## src/rtl/imem_program_loader.sv

```systemverilog
`default_nettype none
// ============================================================================
// Module  : imem_program_loader
// Brief   : Packs host-supplied instruction fields into 16-bit words, streams
//           them into instruction memory and holds the core in reset meanwhile.
// Revision: 1.0 - initial release
// ============================================================================
module imem_program_loader #(
    parameter int ADDR_W    = 8,
    parameter int BASE_ADDR = 0
) (
    input  logic              clk,
    input  logic              rst_n,
    input  logic              load_start,
    input  logic              load_done,
    input  logic              in_valid,
    output logic              in_ready,
    input  logic [4:0]        in_opcode,
    input  logic [2:0]        in_ra,
    input  logic [2:0]        in_rb,
    input  logic [2:0]        in_rc,
    input  logic [1:0]        in_funct,
    input  logic [10:0]       in_imm,
    output logic              imem_we,
    output logic [ADDR_W-1:0] imem_addr,
    output logic [15:0]       imem_wdata,
    output logic [ADDR_W:0]   word_count,
    output logic              full,
    output logic              err_illegal,
    output logic              err_range,
    output logic              cpu_rst_n
);

    typedef enum logic [1:0] {
        S_IDLE  = 2'd0,
        S_LOAD  = 2'd1,
        S_DRAIN = 2'd2,
        S_RUN   = 2'd3
    } state_t;

    localparam logic [ADDR_W-1:0] c_base      = ADDR_W'(BASE_ADDR);
    localparam logic [ADDR_W:0]   c_limit     = (ADDR_W+1)'((1 << ADDR_W) - BASE_ADDR);
    localparam logic [ADDR_W:0]   c_cnt_one   = (ADDR_W+1)'(1);
    localparam logic [ADDR_W-1:0] c_addr_one  = ADDR_W'(1);

    state_t              r_state;
    logic                r_we;
    logic [ADDR_W-1:0]   r_addr;
    logic [15:0]         r_wdata;
    logic [ADDR_W:0]     r_count;
    logic                r_full;
    logic                r_err_illegal;
    logic                r_err_range;
    logic                r_cpu_rst_n;

    logic                w_legal;
    logic                w_range_ok;
    logic [15:0]         w_word;
    logic                w_ready;
    logic                w_accept;
    logic [ADDR_W:0]     w_count_next;

    // Opcode-to-format decode; the range check asks whether the discarded
    // immediate bits are pure sign extension of the kept field.
    always_comb begin
        w_legal    = 1'b1;
        w_range_ok = 1'b1;
        w_word     = 16'h0000;
        case (in_opcode)
            5'b00000, 5'b00110, 5'b01011: begin
                w_word = {in_opcode, in_ra, in_rb, in_rc, in_funct};
            end
            5'b00001, 5'b00010, 5'b11000, 5'b11001: begin
                w_word     = {in_opcode, in_ra, in_imm[7:0]};
                w_range_ok = (&in_imm[10:7]) | ~(|in_imm[10:7]);
            end
            5'b00011, 5'b00101, 5'b00111, 5'b01000: begin
                w_word     = {in_opcode, in_ra, in_rb, in_imm[4:0]};
                w_range_ok = (&in_imm[10:4]) | ~(|in_imm[10:4]);
            end
            5'b10000, 5'b10001: begin
                w_word = {in_opcode, in_imm};
            end
            5'b10010, 5'b10011, 5'b11100: begin
                w_word = {in_opcode, in_ra, in_rb, 5'b00000};
            end
            default: begin
                w_legal = 1'b0;
            end
        endcase
    end

    assign w_ready      = (r_state == S_LOAD) & ~r_full;
    assign w_accept     = w_ready & in_valid;
    assign w_count_next = r_count + c_cnt_one;

    always_ff @(posedge clk or negedge rst_n) begin
        if (!rst_n) begin
            r_state       <= S_IDLE;
            r_we          <= 1'b0;
            r_addr        <= c_base;
            r_wdata       <= 16'h0000;
            r_count       <= '0;
            r_full        <= 1'b0;
            r_err_illegal <= 1'b0;
            r_err_range   <= 1'b0;
            r_cpu_rst_n   <= 1'b0;
        end else begin
            r_we <= 1'b0;
            // The address presented with a write advances once that write retires.
            if (r_we) begin
                r_addr <= r_addr + c_addr_one;
            end
            case (r_state)
                S_IDLE: begin
                    r_addr        <= c_base;
                    r_count       <= '0;
                    r_full        <= 1'b0;
                    r_err_illegal <= 1'b0;
                    r_err_range   <= 1'b0;
                    r_cpu_rst_n   <= 1'b0;
                    if (load_start) begin
                        r_state <= S_LOAD;
                    end
                end
                S_LOAD: begin
                    if (w_accept) begin
                        if (w_legal) begin
                            r_we    <= 1'b1;
                            r_wdata <= w_word;
                            r_count <= w_count_next;
                            r_full  <= (w_count_next == c_limit);
                            if (!w_range_ok) begin
                                r_err_range <= 1'b1;
                            end
                        end else begin
                            r_err_illegal <= 1'b1;
                        end
                    end
                    if (load_done) begin
                        r_state <= S_DRAIN;
                    end
                end
                S_DRAIN: begin
                    r_state     <= S_RUN;
                    r_cpu_rst_n <= 1'b1;
                end
                S_RUN: begin
                    if (load_start) begin
                        r_state       <= S_LOAD;
                        r_cpu_rst_n   <= 1'b0;
                        r_addr        <= c_base;
                        r_count       <= '0;
                        r_full        <= 1'b0;
                        r_err_illegal <= 1'b0;
                        r_err_range   <= 1'b0;
                    end
                end
                default: begin
                    r_state <= S_IDLE;
                end
            endcase
        end
    end

    assign in_ready    = w_ready;
    assign imem_we     = r_we;
    assign imem_addr   = r_addr;
    assign imem_wdata  = r_wdata;
    assign word_count  = r_count;
    assign full        = r_full;
    assign err_illegal = r_err_illegal;
    assign err_range   = r_err_range;
    assign cpu_rst_n   = r_cpu_rst_n;

endmodule
`default_nettype wire

```

## config.mk

```make
export PLATFORM = sky130hd
export DESIGN_NAME = imem_program_loader
export DESIGN_NICKNAME = d
export VERILOG_FILES = /design/src/rtl/imem_program_loader.sv
export SDC_FILE = /design/constraint.sdc
export NUM_CORES = 1
export LEC_CHECK = 0
export ABC_CLOCK_PERIOD_IN_PS = 4600
export BUFFER_PORTS_ARGS = -buffer_cell sky130_fd_sc_hd__buf_2
export CORE_ASPECT_RATIO = 1.75
export CORE_MARGIN = 2
export CORE_UTILIZATION = 55
export DETAILED_ROUTE_END_ITERATION = 12
export GPL_TIMING_DRIVEN = 0
export PLACE_DENSITY_LB_ADDON = 0.3
export SLEW_MARGIN = 40
export SYNTH_ARGS = -nofsm -noshare
export SYNTH_HDL_FRONTEND = slang
export SYNTH_SLANG_ARGS = --single-unit
```

## constraint.sdc

```tcl
create_clock -name clk -period 4.6 [get_ports clk]
set_input_delay 1.15 -clock clk [delete_from_list [all_inputs] [get_ports clk]]
set_output_delay 1.15 -clock clk [all_outputs]
set_load 0.01 [all_outputs]
```

==> impl_metrics.env <==
export IMPL_status="complete, no violations"
export IMPL_setup_viol=0
export IMPL_crit_type="flop to output port"
export IMPL_vias_per_cell=5.73
export IMPL_fin_worst_skew_ps=7.40
export IMPL_p_leak_nw=1.42
export IMPL_switching_share=0.364
export IMPL_drt_pass1_iter_count=4
export IMPL_finalNetCount=362
export IMPL_worstPathArrival_ps=1410
export IMPL_final_cell_mix="74 x buf_2, 40 x dfrtp_1, 24 x nor2_1, 23 x nand2_1, 12 x o21ai_1"
export IMPL_grt_start_max_net_pins=41
export IMPL_drc=0
export IMPL_drive_above_1_share=0.296
export IMPL_yosysSeqAreaShare=0.436
export IMPL_start_util=0.564
export IMPL_cts_resized=0
export IMPL_crit_path_start_kind="flop"
export IMPL_grt_pass1_vias=2053
export IMPL_vias=2137
export IMPL_synthArstFlopShare=1.00
export IMPL_synth_top_area_cell="dfrtp_1"
export IMPL_root_buffer="clkbuf_8"
export IMPL_cts_tree="done"
export IMPL_numCtsBuffers=5
export IMPL_min_path_type="flop to flop"
export IMPL_post_route_period_util=0.557
export IMPL_final_common_cell="buf_2"
export IMPL_r2r_cells=6
export IMPL_antenna_cells=0
export IMPL_synth_warnings=0
export IMPL_drtIter0Drc=54
export IMPL_grt_overflow_total=0
export IMPL_fmax_ghz=0.390
export IMPL_tns_ps=0
export IMPL_drt_wirelength_per_cell_um=14.4
export IMPL_hold_violations=0
export IMPL_ys_types=51
export IMPL_synthFlopType="dfrtp_1"
export IMPL_timing_critical_path_to="in_ready"
export IMPL_utilization=0.694
export IMPL_synth_seq_cells=40
export IMPL_wl_mm=5.35
export IMPL_rrSetupSlack_ps=2720
export IMPL_slew_viol_final=0
export IMPL_cts_clk_slew_worst_paths_ps=90
export IMPL_fillerInstances=382
export IMPL_dieArea_um2=4730
export IMPL_dp_hpwl_mm=4.09
export IMPL_r2r_end="word_count[4]"
export IMPL_combPwrFrac=0.378
export IMPL_maxCapViolCount=0
export IMPL_clk_latency_ps=300
export IMPL_path_max_fanout=6
export IMPL_die_y_um=89.5
export IMPL_grt_first_pass_wirelength_mm=8.82
export IMPL_powerDensity_nw_per_um2=453
export IMPL_cts_hold_buffers=0
export IMPL_cp_end_kind="output port"
export IMPL_areaGrowthSynthToFinish_pct=23.1
export IMPL_place_gp_congestion=0.806
export IMPL_fin_crit_ps=2560
export IMPL_ios=71
export IMPL_ant_nets=0
export IMPL_rsz0062_at_grt="false"
export IMPL_die_w_um=52.9
export IMPL_r2r_start="r_state[0]"
export IMPL_cp_startpoint="r_state[1]"
export IMPL_p_int_mw=0.815
export IMPL_num_rows=31
export IMPL_grt_usage=0.248
export IMPL_ys_top_cells_by_area="dfrtp_1 44%, nor2_1 3.9%, ha_1 3.8%"
export IMPL_post_cts_buffers=0
export IMPL_synthCells=246
export IMPL_core_area_um2=4070
export IMPL_ir_drop_mv=0.370
export IMPL_htreeDepth=2
export IMPL_seqPwrFrac=0.393
export IMPL_synth_nets=285
export IMPL_antenna_found_initial=0
export IMPL_synthesis_area_um2=2300
export IMPL_yosys_area_top_type_share=0.436
export IMPL_relSlewSlack=0.660
export IMPL_cp_required_ps=3450
export IMPL_synth_edff_count=0
export IMPL_syn_avg_cell_area_um2=9.34
export IMPL_worst_pin_slew_ps=508
export IMPL_p_clk_frac=0.230
export IMPL_portBuffers=70
export IMPL_cts_sink_count=40
export IMPL_p_sw_mw=0.466
export IMPL_clock_path_buffers=2
metrics by stage:
step | std cells | hold slack [ps] | area [um2] | setup slack (ps) | power, mW
6_report | 373 | 483 | 2830 | 2040 | 1.28
5_1_grt | 373 | 520 | 2830 | 1930 | 1.38
4_1_cts | 373 | 487 | 2830 | 2020 | 1.29
3_5_place_dp | 365 | 470 | 2710 | 1890 | 0.996
3_3_place_gp | 365 | 463 | 2710 | 1940 | 0.980
2_1_floorplan | 246 | 521 | 2300 | 2160 | 0.813
synthesized netlist by cell type (2+ instances only):
library cell,n
a211o_1,2
a21o_1,4
a21oi_1,7
a221o_1,2
a22o_1,3
a22oi_1,8
a31oi_1,5
a32o_1,2
and2_1,2
and3_1,3
buf_2,5
clkbuf_1,3
dfrtp_1,40
ha_1,7
inv_1,6
inv_2,2
mux2_1,3
mux2_2,2
mux2i_1,2
nand2_1,23
nand2b_1,8
nand3_1,8
nand3b_1,2
nand4_1,5
nor2_1,24
nor2b_1,5
nor3_1,5
nor3b_1,2
nor4bb_1,2
o21ai_0,9
o21ai_1,12
o21ai_2,2
or3_1,6
or4_1,2
xnor2_1,2
xor2_1,6
flip-flops by register name, summed over array words and instances (netlist names):
signal	cells
cpu_rst_n	1
err_illegal	1
err_range	1
full	1
imem_addr	8
imem_wdata	16
imem_we	1
r_state	2
word_count	9
critical path, cell delays in order (launching register included):
cell	delay, ps
dfrtp_1	420
inv_1	110
ha_1	280
inv_1	80
nor2_1	100
buf_2	130
cell type report:
type	instances	area (um2)	share of cell area
Clock buffer	5	68.8	0.0243
Timing Repair Buffer	70	353	0.125
Buffer	9	47.5	0.0168
Multi-Input combinational cell	189	1220	0.431
Clock inverter	3	47.5	0.0168
Sequential cell	40	1000	0.354
Inverter	8	30.0	0.0106
Tap cell	49	61.3	0.0217
routing by layer:
metal | part of all wire | wire (um) | vias up | global-route usage
li1 | - | - | 1042 | -
met1 | 0.39 | 2080 | 1024 | 0.285
met2 | 0.53 | 2840 | 61 | 0.441
met3 | 0.055 | 294 | 10 | 0.0485
met4 | 0.025 | 136 | 0 | 0.100
met5 | 0 | 0 | - | 0
worst min-delay path by stage:
stage | startpoint | slack, ps | cells past startpoint | to
floorplan | imem_wdata[0] | 520 | 2 | imem_wdata[0]
global placement | imem_wdata[6] | 460 | 2 | imem_wdata[6]
detailed placement | imem_wdata[5] | 470 | 2 | imem_wdata[5]
CTS | imem_wdata[5] | 490 | 2 | imem_wdata[5]
global route | imem_wdata[4] | 520 | 2 | imem_wdata[4]
finish | imem_wdata[6] | 480 | 2 | imem_wdata[6]
power groups by stage:
stage          registers, mW  clock network [mW]  logic [mW]
2_1_floorplan          0.550                   0       0.263
3_3_place_gp           0.507                   0       0.473
3_5_place_dp           0.510                   0       0.487
4_1_cts                0.503               0.301       0.491
5_1_grt                0.519               0.314       0.544
6_report               0.503               0.294       0.484
logic make-up (layout without fill, tap and decap cells):
group / count (synthesis) / count (layout) / synth area share
AOI/OAI and AO/OA: 67 / 67 / 0.208
xor gates and xnor gates: 8 / 8 / 0.0305
adders and majority gates: 7 / 7 / 0.0381
buffers and inverters: 17 / 95 / 0.0338
DFF: 40 / 40 / 0.436
muxes: 7 / 7 / 0.0332
and+or+nand+nor: 100 / 100 / 0.221
Power figures use the tool's default switching activity.
